File: src/rtl/serial_adder.sv
// Bit-serial ripple adder: LSB-first, one bit per clock, IDLE/RUN/DONE FSM.
// Ports: clk, rst (async, active-high), start, X, Y -> sum, cout, busy, done
//        (+ ovf when SERIAL_ADDER_OVF_EN is defined).
// Optional feature macro: SERIAL_ADDER_OVF_EN adds a registered two's-complement
// overflow flag (carry into MSB xor carry out of MSB).
module serial_adder #(
    parameter int WIDTH = 8
) (
    input  logic             clk,
    input  logic             rst,
    input  logic             start,
    input  logic [WIDTH-1:0] X,
    input  logic [WIDTH-1:0] Y,
    output logic [WIDTH-1:0] sum,
    output logic             cout,
    output logic             busy,
    output logic             done
`ifdef SERIAL_ADDER_OVF_EN
    ,
    output logic             ovf
`endif
);

    localparam int CW = (WIDTH > 1) ? $clog2(WIDTH) : 1;
    localparam logic [CW-1:0] LAST = CW'(WIDTH - 1);

    typedef enum logic [1:0] {
        IDLE = 2'd0,
        RUN  = 2'd1,
        DONE = 2'd2
    } state_t;

    state_t state_q, state_d;

    // a_q doubles as the result register: each RUN edge shifts one operand
    // bit out of the bottom and the matching sum bit in at the top, so after
    // WIDTH shifts it holds the complete sum.
    logic [WIDTH-1:0] a_q;
    logic [WIDTH-1:0] b_q;
    logic             c_q;
    logic [CW-1:0]    cnt_q;

    logic             last_bit;
    logic             p, g1, g2;
    logic             s_bit, c_next;
    logic [WIDTH-1:0] a_next;

    assign last_bit = (cnt_q == LAST);

    // Two half-adder stages plus an OR for the carry.
    assign p      = a_q[0] ^ b_q[0];
    assign g1     = a_q[0] & b_q[0];
    assign s_bit  = p ^ c_q;
    assign g2     = p & c_q;
    assign c_next = g1 | g2;
    assign a_next = {s_bit, a_q[WIDTH-1:1]};

    // State register
    always_ff @(posedge clk or posedge rst) begin
        if (rst) begin
            state_q <= IDLE;
        end else begin
            state_q <= state_d;
        end
    end

    // Next-state logic
    always_comb begin
        state_d = state_q;
        unique case (state_q)
            IDLE:    if (start) state_d = RUN;
            RUN:     if (last_bit) state_d = DONE;
            DONE:    state_d = IDLE;
            default: state_d = IDLE;
        endcase
    end

    // Output logic
    always_comb begin
        busy = 1'b0;
        done = 1'b0;
        unique case (state_q)
            IDLE:    busy = 1'b0;
            RUN:     busy = 1'b1;
            DONE: begin
                busy = 1'b1;
                done = 1'b1;
            end
            default: busy = 1'b0;
        endcase
    end

    // Datapath: operands, carry, bit counter and the held result.
    always_ff @(posedge clk or posedge rst) begin
        if (rst) begin
            a_q   <= '0;
            b_q   <= '0;
            c_q   <= 1'b0;
            cnt_q <= '0;
            sum   <= '0;
            cout  <= 1'b0;
`ifdef SERIAL_ADDER_OVF_EN
            ovf   <= 1'b0;
`endif
        end else begin
            case (state_q)
                IDLE: begin
                    if (start) begin
                        a_q   <= X;
                        b_q   <= Y;
                        c_q   <= 1'b0;
                        cnt_q <= '0;
                    end
                end
                RUN: begin
                    a_q   <= a_next;
                    b_q   <= b_q >> 1;
                    c_q   <= c_next;
                    cnt_q <= cnt_q + CW'(1);
                    // Result only becomes visible once the final bit is in.
                    if (last_bit) begin
                        sum  <= a_next;
                        cout <= c_next;
`ifdef SERIAL_ADDER_OVF_EN
                        // c_q here is the carry into the MSB.
                        ovf  <= c_q ^ c_next;
`endif
                    end
                end
                default: begin
                end
            endcase
        end
    end

endmodule
File: config.mk
export PLATFORM = sky130hd
export DESIGN_NAME = serial_adder
export DESIGN_NICKNAME = d
export VERILOG_FILES = /design/src/rtl/serial_adder.sv
export SDC_FILE = /design/constraint.sdc
export NUM_CORES = 1
export LEC_CHECK = 0
export ABC_CLOCK_PERIOD_IN_PS = 3300
export CAP_MARGIN = 20
export CORE_UTILIZATION = 40
export CTS_CLUSTER_DIAMETER = 50
export CTS_CLUSTER_SIZE = 8
export DETAILED_ROUTE_END_ITERATION = 6
export GPL_ROUTABILITY_DRIVEN = 0
export PLACE_DENSITY_LB_ADDON = 0.25
export SYNTH_ARGS = -nofsm -noshare
export SYNTH_HDL_FRONTEND = slang
export SYNTH_SLANG_ARGS = --single-unit
export TNS_END_PERCENT = 1
File: constraint.sdc
create_clock -name clk -period 3.3 [get_ports clk]
set_input_delay 0.99 -clock clk [delete_from_list [all_inputs] [get_ports clk]]
set_output_delay 0.99 -clock clk [all_outputs]
set_load 0.1 [all_outputs]
## Word level (Yosys, flattened, before mapping)

Index checks and enable logic that the tools add are counted.

| operators by class | value |
|---|---|
| add/subtract/negate cells | 1 |
| equality and inequality tests | 5 |
| multiplexer cells | 13 |
| bitwise gates (word level) | 5 |
| reductions and logical operators | 6 |

Operators with widths:

| operator | count |
|---|---|
| $pmux W8 S2 | 2 |
| $mux W8 | 2 |
| $pmux W3 S2 | 1 |
| $reduce_and A2 Y1 | 3 |
| $mux W2 | 2 |
| $ne A2 B2 Y1 const B | 2 |
| $pmux W2 S2 | 1 |
| $add A3 B1 Y3 const B | 1 |
| $eq A3 B3 Y1 const B | 1 |
| $mux W1 | 3 |
| $mux W3 | 1 |
| $and A1 B1 Y1 | 2 |
| $eq A2 B1 Y1 const B | 1 |
| $eq A2 B2 Y1 const B | 1 |
| $logic_not A2 Y1 | 1 |
| $pmux W1 S2 | 1 |
| $reduce_bool A2 Y1 | 1 |
| $reduce_or A2 Y1 | 1 |
| $xor A1 B1 Y1 | 2 |
| $or A1 B1 Y1 | 1 |

| word-level totals | value |
|---|---|
| register bits after elaboration | 31 |
| output and inout bits | 11 |

## Depth between registers and ports, before layout

| depth | value |
|---|---|
| depth in word-level cells | 4 |
| depth in mapped cells | 7 |

## Worst setup path before layout

No wires, ideal clock.

| timing | value |
|---|---|
| kind | flip-flop to output port |
| from | reg state_q[0] |
| to | out busy |
| data arrival time | 1,240 ps |
| data required time | 2,310 ps |
| setup slack | 1,070 ps |
| stages on the path, launching flop included | 3 |
| cells stage by stage | dfrtp_1 inv_1 ha_1 |

| between the ends | value |
|---|---|
| longest elaborated chain between the ends | 3 |
| elaborated cells between the ends (all ways) | 4 |
| classes of those cells | eq/ne: 2; mux: 1; reduce/logical: 1 |

Ends and longest elaborated chain:

| what | line | source |
|---|---|---|
| start, declared | 33 | `state_t state_q, state_d;` |
| start signal, assigned | 63 | `state_q <= state_d;` |
| $eq A2 B2 Y1 or $eq A2 B1 Y1 (tied branches) | 82 | `unique case (state_q)` |
| $reduce_or A2 Y1 (no source line) * | n/a |  |
| $mux W1 * | 82 |  |
| end, declared | 16 | `output logic busy,` |

Mark *: on every way between the ends. The rest lies on a longest branch, timed or not.

## Worst setup path in the final report

| timing | value |
|---|---|
| from | reg state_q[1] |
| to | out busy |

Same word-level chain as after synthesis.

==> qor.yml <==
status: "finished clean"
timing.final.ws_setup_ps: 1023
ant_nets: 0
yosys.cell_types.count: 29
root_buffer: "clkbuf_8"
cp_top_family: "flip-flops"
rsz0062_at_grt: "no"
synthCells: 117
track_usage_pct: 17.04
crit_required_ps: 2310
diodes: 0
cts_tree: "built"
ys_ff_latch: 31
syn_area_per_cell_um2: 12.59
drive_gt1_share_pct: 32.43
stdcell_count: 194
drtIter0Drc: 62
hold_class: "reg2reg"
grt_pass1_vias: 1049
rows: 21
slowest_delay_ps: 380
holdBufCountCts: 0
gr-total-overflow: 0
peakVddDrop_v: 0.0003323
critPathLaunchType: "flip-flop"
nNetsFinal: 173
dp_slack_ps: 740.4
critPathCaptureType: "primary output"
wirelength_um: 2944
placed_area_um2: 1758
io_pins: 30
ys.warnings.count: 0
path_cells: "inv_1, ha_1, buf_4"
clk_latency_ps: 280
die_x_um: 62.68
criticalPathCategory: "reg2out"
p_leak_uw: 0.0008246
start_util_pct: 42.78
dieArea_um2: 3928
place_hpwl_um: 2023
post-route-period-util_pct: 68.99
drc: 0
portBuffers: 29
cts_setup_buffers: 0
slowest_stage: "dfrtp_1"
clk_pin_slew_ps: 60
clock-skew-final_ps: 9.269
grt_max_degree: 32
crit_buf_inv: 2
synthTopCellsByArea: "dfrtp_1, o221a_2, mux2_2"
drtPass1Iterations: 4
cts_sinks: 31
power.density_nw_per_um2: 1047
stdcell_area_um2: 1846
yosysTopAreaCell: "dfrtp_1"
hold_slack_ps: 500.4
worstPathMaxFanout: 3
antenna_found_initial: 0
routedWlPerCell_um: 15.18
cts_inserted_buffers: 5
grt_pass1_wl_um: 5002
drv_slew: 0
cts.repair.resized: 0
vias_per_cell: 5.418
cts_max_path_buffers: 2
cts-htree-levels: 2
synth-seq-area-share_pct: 52.68
syn_area_um2: 1473
hold_viol: 0
timing.max_cap.violations: 0
vias: 1051
max_slew_margin_pct: 57.31
worstMarginPinSlew_ps: 640.3
fmax_mhz: 439.2
design.core.area_um2: 3442
die_h_um: 62.68
setup_viol: 0
syn_to_final_growth_pct: 25.32
yosys.area.top_type_share_pct: 52.68
placedCellCount: 187
arrival_ps: 1290
min_period_ps: 2277
tns_ps: 0
synth_nets: 142
-- layer usage --
metal  vias up  track usage, %  routed length [um]
li1        500               -                   -
met1       514           23.85                1414
met2        29           23.51                1322
met3         8           4.745                 135
met4         0           9.593                  72
met5         -               0                   0
-- stage by stage --
| stage | utilization (%) | power (uW) |
|---|---|---|
| 2_1_floorplan | - | 1458 |
| 4_1_cts | 53.62 | 1949 |
| 3_5_place_dp | 51.07 | 1647 |
| 3_3_place_gp | 51.07 | 1622 |
| 5_1_grt | 53.62 | 2064 |
| 6_report | 53.62 | 1932 |
-- cell usage after synthesis --
| library cell | count |
|---|---|
| nand2b_1 | 1 |
| o221a_1 | 1 |
| o22a_1 | 1 |
| mux2i_1 | 1 |
| dfrtp_1 | 31 |
| o22a_2 | 1 |
| or3_1 | 3 |
| buf_2 | 4 |
| nand3b_1 | 2 |
| a21oi_1 | 4 |
| mux2_2 | 9 |
| o221a_2 | 10 |
| o22ai_1 | 3 |
| nor3_1 | 1 |
| ha_1 | 5 |
| nor2_1 | 5 |
| and3b_2 | 1 |
| or3_2 | 5 |
| buf_6 | 2 |
| inv_1 | 9 |
| o21ai_0 | 2 |
| a21boi_2 | 1 |
| nand2b_4 | 1 |
| nand2_1 | 3 |
| a221oi_1 | 4 |
| a22o_1 | 4 |
| and2_1 | 1 |
| fa_1 | 1 |
| nand2_4 | 1 |
-- where the power goes --
part	leakage, uW	switching [uW]	internal (uW)	total, uW
Combinational	0.000409	649	343	992
Sequential	0.000369	104	537	641
Clock	0.0000470	135	163	298
Total	0.000825	889	1040	1930
-- cell type report --
type	instances	area (um2)
timing repair buffer	30	270.3
fill	320	1597
multi-input combinational	71	620.6
inverter	9	33.78
tap	46	57.56
clock inverter	1	5.005
clock buffer	6	82.58
sequential	31	775.7
-- sequential cells by signal (all words and copies together), names as in the netlist --
register and count:
a_q 8, b_q 8, sum 8, cnt_q 3
state_q 2, c_q 1, cout 1
-- layout by cell type (no fill, tap or decap), types with 2 or more instances in the layout --
cell,count
a21oi_1,4
a221oi_1,4
a22o_1,4
buf_4,12
clkbuf_8,6
clkdlybuf4s50_1,18
dfrtp_1,31
ha_1,5
inv_1,9
mux2_2,9
nand2_1,3
nand3b_1,2
nor2_1,5
o21ai_0,2
o221a_2,10
o22ai_1,3
or3_1,3
or3_2,5
-- cell families after synthesis --
family          synth area share, %
simple gates                  10.45
mux                           7.562
fa+ha+maj                     5.608
flops                         52.68
compound gates                18.52
buf+inv                       5.182
-- worst paths after layout --
kind                                 start        to  slack (ps)  cells past startpoint
worst min register to register    cnt_q[0]  cnt_q[0]         500                      1
worst max register to register  state_q[1]    a_q[1]        1260                      5
min in group asynchronous              rst    sum[7]        1080                      3
worst max-delay path            state_q[1]      busy        1020                      3
worst min-delay path              cnt_q[0]  cnt_q[0]         500                      1
max in group asynchronous              rst    b_q[6]        1920                      3
No activity file was read; power rests on OpenSTA's default activity.
